$ cat config.mk
export PLATFORM = sky130hd
export DESIGN_NAME = link_buffer
export DESIGN_NICKNAME = d
export VERILOG_FILES = /design/src/rtl/link_buffer.sv
export SDC_FILE = /design/constraint.sdc
export NUM_CORES = 1
export LEC_CHECK = 0
export ABC_AREA = 1
export CORE_MARGIN = 2
export CORE_UTILIZATION = 52
export CTS_CLUSTER_SIZE = 16
export DETAILED_ROUTE_END_ITERATION = 8
export GPL_ROUTABILITY_DRIVEN = 0
export GPL_TIMING_DRIVEN = 1
export PLACE_DENSITY_LB_ADDON = 0.05
export SLEW_MARGIN = 5
export SYNTH_ARGS = -nofsm -noshare
export SYNTH_HDL_FRONTEND = slang
export SYNTH_SLANG_ARGS = --single-unit
$ cat constraint.sdc
create_clock -name clk -period 2.65 [get_ports clk]
set_input_delay 0.6625 -clock clk [delete_from_list [all_inputs] [get_ports clk]]
set_output_delay 0.6625 -clock clk [all_outputs]
set_load 0.01 [all_outputs]
$ cat src/rtl/link_buffer.sv
// Elastic valid/ack FIFO between two router channel ports, one per directed link.
// Optional counters and pop trace are enabled with LINK_BUFFER_STATS_EN.
module link_buffer #(
    parameter int SIZE     = 8,
    parameter int DEPTH    = 4,
    parameter int PTR_BITS = 2,
    parameter int ID       = 0
) (
    input  logic                clk,
    input  logic                reset,
    input  logic                in_req,
    output logic                in_ack,
    input  logic [SIZE-1:0]     in_data,
    output logic                out_req,
    input  logic                out_ack,
    output logic [SIZE-1:0]     out_data,
    output logic [PTR_BITS:0]   count
`ifdef LINK_BUFFER_STATS_EN
    ,
    output logic [31:0]         flit_total,
    output logic [31:0]         stall_cycles
`endif
);

    localparam logic [PTR_BITS:0] FULL_CNT = (PTR_BITS+1)'(DEPTH);

    if (DEPTH != (1 << PTR_BITS) || DEPTH < 2 || ID < 0) begin : g_bad_cfg
        $error("link_buffer: DEPTH must be 2**PTR_BITS and >= 2, ID >= 0");
    end

    logic [SIZE-1:0]     mem_q [DEPTH];
    logic [PTR_BITS-1:0] wr_ptr_q, wr_ptr_d;
    logic [PTR_BITS-1:0] rd_ptr_q, rd_ptr_d;
    logic [PTR_BITS:0]   cnt_q, cnt_d;
    logic                push;
    logic                pop;

    // Reset masks the handshake outputs so neither side sees stale occupancy.
    assign in_ack   = reset | (cnt_q != FULL_CNT);
    assign out_req  = ~reset & (cnt_q != '0);
    assign out_data = mem_q[rd_ptr_q];
    assign count    = reset ? '0 : cnt_q;

    assign push = in_req & in_ack & ~reset;
    assign pop  = out_req & out_ack;

    always_comb begin
        wr_ptr_d = wr_ptr_q;
        rd_ptr_d = rd_ptr_q;
        if (push) begin
            wr_ptr_d = wr_ptr_q + PTR_BITS'(1);
        end
        if (pop) begin
            rd_ptr_d = rd_ptr_q + PTR_BITS'(1);
        end
        cnt_d = cnt_q + (PTR_BITS+1)'(push) - (PTR_BITS+1)'(pop);
    end

    always_ff @(posedge clk) begin
        if (reset) begin
            wr_ptr_q <= '0;
            rd_ptr_q <= '0;
            cnt_q    <= '0;
        end else begin
            wr_ptr_q <= wr_ptr_d;
            rd_ptr_q <= rd_ptr_d;
            cnt_q    <= cnt_d;
        end
    end

    always_ff @(posedge clk) begin
        if (push) begin
            mem_q[wr_ptr_q] <= in_data;
        end
    end

`ifdef LINK_BUFFER_STATS_EN
    logic [31:0] flit_total_q, flit_total_d;
    logic [31:0] stall_q, stall_d;

    always_comb begin
        flit_total_d = flit_total_q + 32'(pop);
        stall_d      = stall_q;
        if (in_req && !in_ack && stall_q != '1) begin
            stall_d = stall_q + 32'd1;
        end
    end

    always_ff @(posedge clk) begin
        if (reset) begin
            flit_total_q <= '0;
            stall_q      <= '0;
        end else begin
            flit_total_q <= flit_total_d;
            stall_q      <= stall_d;
        end
    end

    always_ff @(posedge clk) begin
        if (pop) begin
            $display("link_buffer[%0d] pop flit %h", ID, out_data);
        end
    end

    assign flit_total   = flit_total_q;
    assign stall_cycles = stall_q;
`endif

endmodule

==> metrics.md <==
| Metric | Value |
|---|---|
| Syn_nets | 162 |
| Final Max Slew Viols | 0 |
| Drt via density | 4.90 |
| Worst Hold Class | flip-flop to flip-flop |
| CTS tree | built |
| IO buf count | 24 |
| Final Cycle Share | 96.2% |
| I/O Pins | 25 |
| WL met3 | 159 um |
| WL met1 | 1.17 mm |
| Nets | 204 |
| Slew headroom | 79.5% |
| Area grow syn2layout | 27.7% |
| CTS root buffer | clkbuf_4 |
| FF+latch area | 1140 um2 |
| Worst-Margin Slew | 0.308 ns |
| Antenna viol nets, final | 0 |
| Final WL | 2.97 mm |
| Pleak | 0.873 nW |
| First-pass GRT wire length | 4.70 mm |
| Cells after Synth | 143 |
| Setup Skew | 0.0108 ns |
| Ratio of cells with drive above 1 in the final layout | 14.5% |
| Depth of the CTS H-tree | 2 |
| Async SR Flop Fraction | 0% |
| WHS Endpoint | rd_ptr_q[1] |
| Post-DP HPWL | 2.10 mm |
| Max Fclk | 392 MHz |
| Row count | 20 |
| Clock-pin slew on the worst setup and hold paths | 0.11 ns |
| Leading cell type in the layout, fill and taps excluded | edfxtp_1 |
| PD cells | 721 nW/um2 |
| Flop-to-flop setup slack | 0.51 ns |
| Die area | 3720 um2 |
| Total GRT Usage | 18.3% |
| Dominant cell type by area after synthesis | edfxtp_1 |
| Die Width | 61.0 um |
| Final Hold Vio Count | 0 |
| DR WL/cell | 12.9 um |
| Crit Path Max Fanout | 7 |
| Clock Tree Buf Depth | 2 |
| Reg2reg start | cnt_q[1] |
| Multi-input gate area | 467 um2 |
| Initial Utilization | 54.9% |
| Largest net degree at the start of global routing | 17 |
| Post-synthesis sequential area ratio | 67.5% |
| Via count | 1126 |
| Synth Flop Type | edfxtp_1 |
| Diodes inserted | 0 |
| Worst reg2reg endpoint | cnt_q[2] |
| Cts hold-fix bufs | 0 |
| Synth warnings | 0 |
| # clock sinks | 41 |
| DR iter-0 viols | 23 |
| Setup violators final | 0 |
| Commonest cells after routing, fill and taps aside | 32 x edfxtp_1, 28 x nor2_1, 20 x clkdlybuf4s50_1 |
| Top Layer Used | met4 |
| Vias in the first global route | 1133 |
| Final worst slack | 0.0995 ns |
| Yosys top cell area share | 56.8% |
| Flops & latches, synth | 41 |
| Synth area leaders | edfxtp_1 57%, dfxtp_1 11%, nor2_1 6.2% |
| Inserted Clock Buffers | 5 |
| Syn Area/Cell | 11.8 um2 |
| Cell Area, Synth | 1690 um2 |
| Max VDD drop | 0.000446 V |
| Status | finished clean |
| Synth cell types | 21 |
| Final Non-Filler Cells | 230 |
| Worst-Skew Late Latency | 0.33 ns |
| Critical path class | input pin to output port |
| Max-cap violations | 0 |
| First-pass detailed-route iteration total | 4 |
| Final core occ | 70.1% |
| Critical Path End Type | output port |
| Worst reg2reg path depth | 12 |
| RSZ-0062 raised after global routing | no |
| Remaining DRCs | 0 |
| Initial antenna violation count | 0 |
| Number of synthesized flops with an enable pin | 32 |
| Gr ovfl total | 0 |
| Min-delay src | rd_ptr_q[1] |
| Die height | 61.0 um |
| Fillers | 250 |
| Min Tclk post-route | 2.55 ns |
| Cells after DPL | 220 |
| WP data required | 1.99 ns |
| Met2 wire len | 1.60 mm |
| Pre-CTS setup slack | -0.182 ns |
| WP data arrival | 1.89 ns |
| Hold depth | 2 |
| CP Launch Type | input pin |
| Core ar. | 3080 um2 |
worst max-delay path: stages:
cell	delay (ns)
clkdlybuf4s50_1	0.46
inv_4	0.12
nand2_1	0.07
inv_1	0.06
clkdlybuf4s50_1	0.52
stage by stage:
stage | setup TNS, ns | power, mW | hold WS (ns) | area (um2)
2_1_floorplan | 0 | 1.01 | 0.463 | 1690
3_3_place_gp | -0.0853 | 1.20 | 0.482 | 2060
3_5_place_dp | -0.189 | 1.21 | 0.488 | 2060
4_1_cts | 0 | 1.58 | 0.507 | 2130
5_1_grt | 0 | 1.66 | 0.525 | 2160
6_report | 0 | 1.56 | 0.507 | 2160
flip-flops by register name (all words and copies together), names as in the netlist, named ones only:
signal    cells
cnt_q         3
wr_ptr_q      2
mem_q        32
rd_ptr_q      2
per-layer routing:
layer	vias to the layer above	track usage, %
met4	0	6.52
met1	521	17.8
met5	-	0
met3	6	6.30
met2	23	35.3
li1	576	-
power breakdown:
| part | total (mW) | internal [mW] | switching (mW) |
|---|---|---|---|
| sequential | 0.788 | 0.743 | 0.0450 |
| clock | 0.370 | 0.188 | 0.182 |
| combinational | 0.399 | 0.200 | 0.199 |
| total | 1.56 | 1.13 | 0.426 |
worst max-delay path by stage:
stage                     startpoint        to  slack [ns]  depth (start not counted)
after floorplan                reset  cnt_q[2]        0.44                         11
after global placement         reset  cnt_q[2]       -0.08                         12
after detailed placement       reset  cnt_q[2]       -0.18                         12
after CTS                      reset   out_req        0.02                          5
after global routing           reset  cnt_q[2]      0.0008                         12
final                          reset  count[2]         0.1                          5
cell usage after synthesis (2+ instances only):
cell type and count:
nand2_1 8, nor2_1 28, inv_1 16, o22ai_1 8
o21ai_1 4, nand3_2 2, nand3_1 2, o21ai_0 15
edfxtp_1 32, ha_1 6, a21oi_1 4, dfxtp_1 9
final cells by class:
| type | instances | share of cell area, % |
|---|---|---|
| timing repair buffer | 37 | 15.9 |
| inverter | 18 | 3.25 |
| multi-input combinational | 82 | 21.6 |
| clock buffer | 8 | 3.71 |
| sequential | 41 | 52.9 |
| tap | 44 | 2.55 |
kinds of logic (layout without fill, tap and decap cells):
family,after synthesis,after routing,synth area share (%)
compound gates,31,31,9.77
xor+xnor,2,2,1.04
fa+ha+maj,7,7,5.63
buf+inv,20,63,4.89
flops,41,41,67.5
simple gates,42,42,11.2
repair_timing:
action / in CTS / in global routing
gates resized for setup: 1 / 4
setup buffers: 0 / 2
gates cloned: 0 / 0
setup endpoints to repair: 1 / 7
No activity file was read; power rests on OpenSTA's default activity.
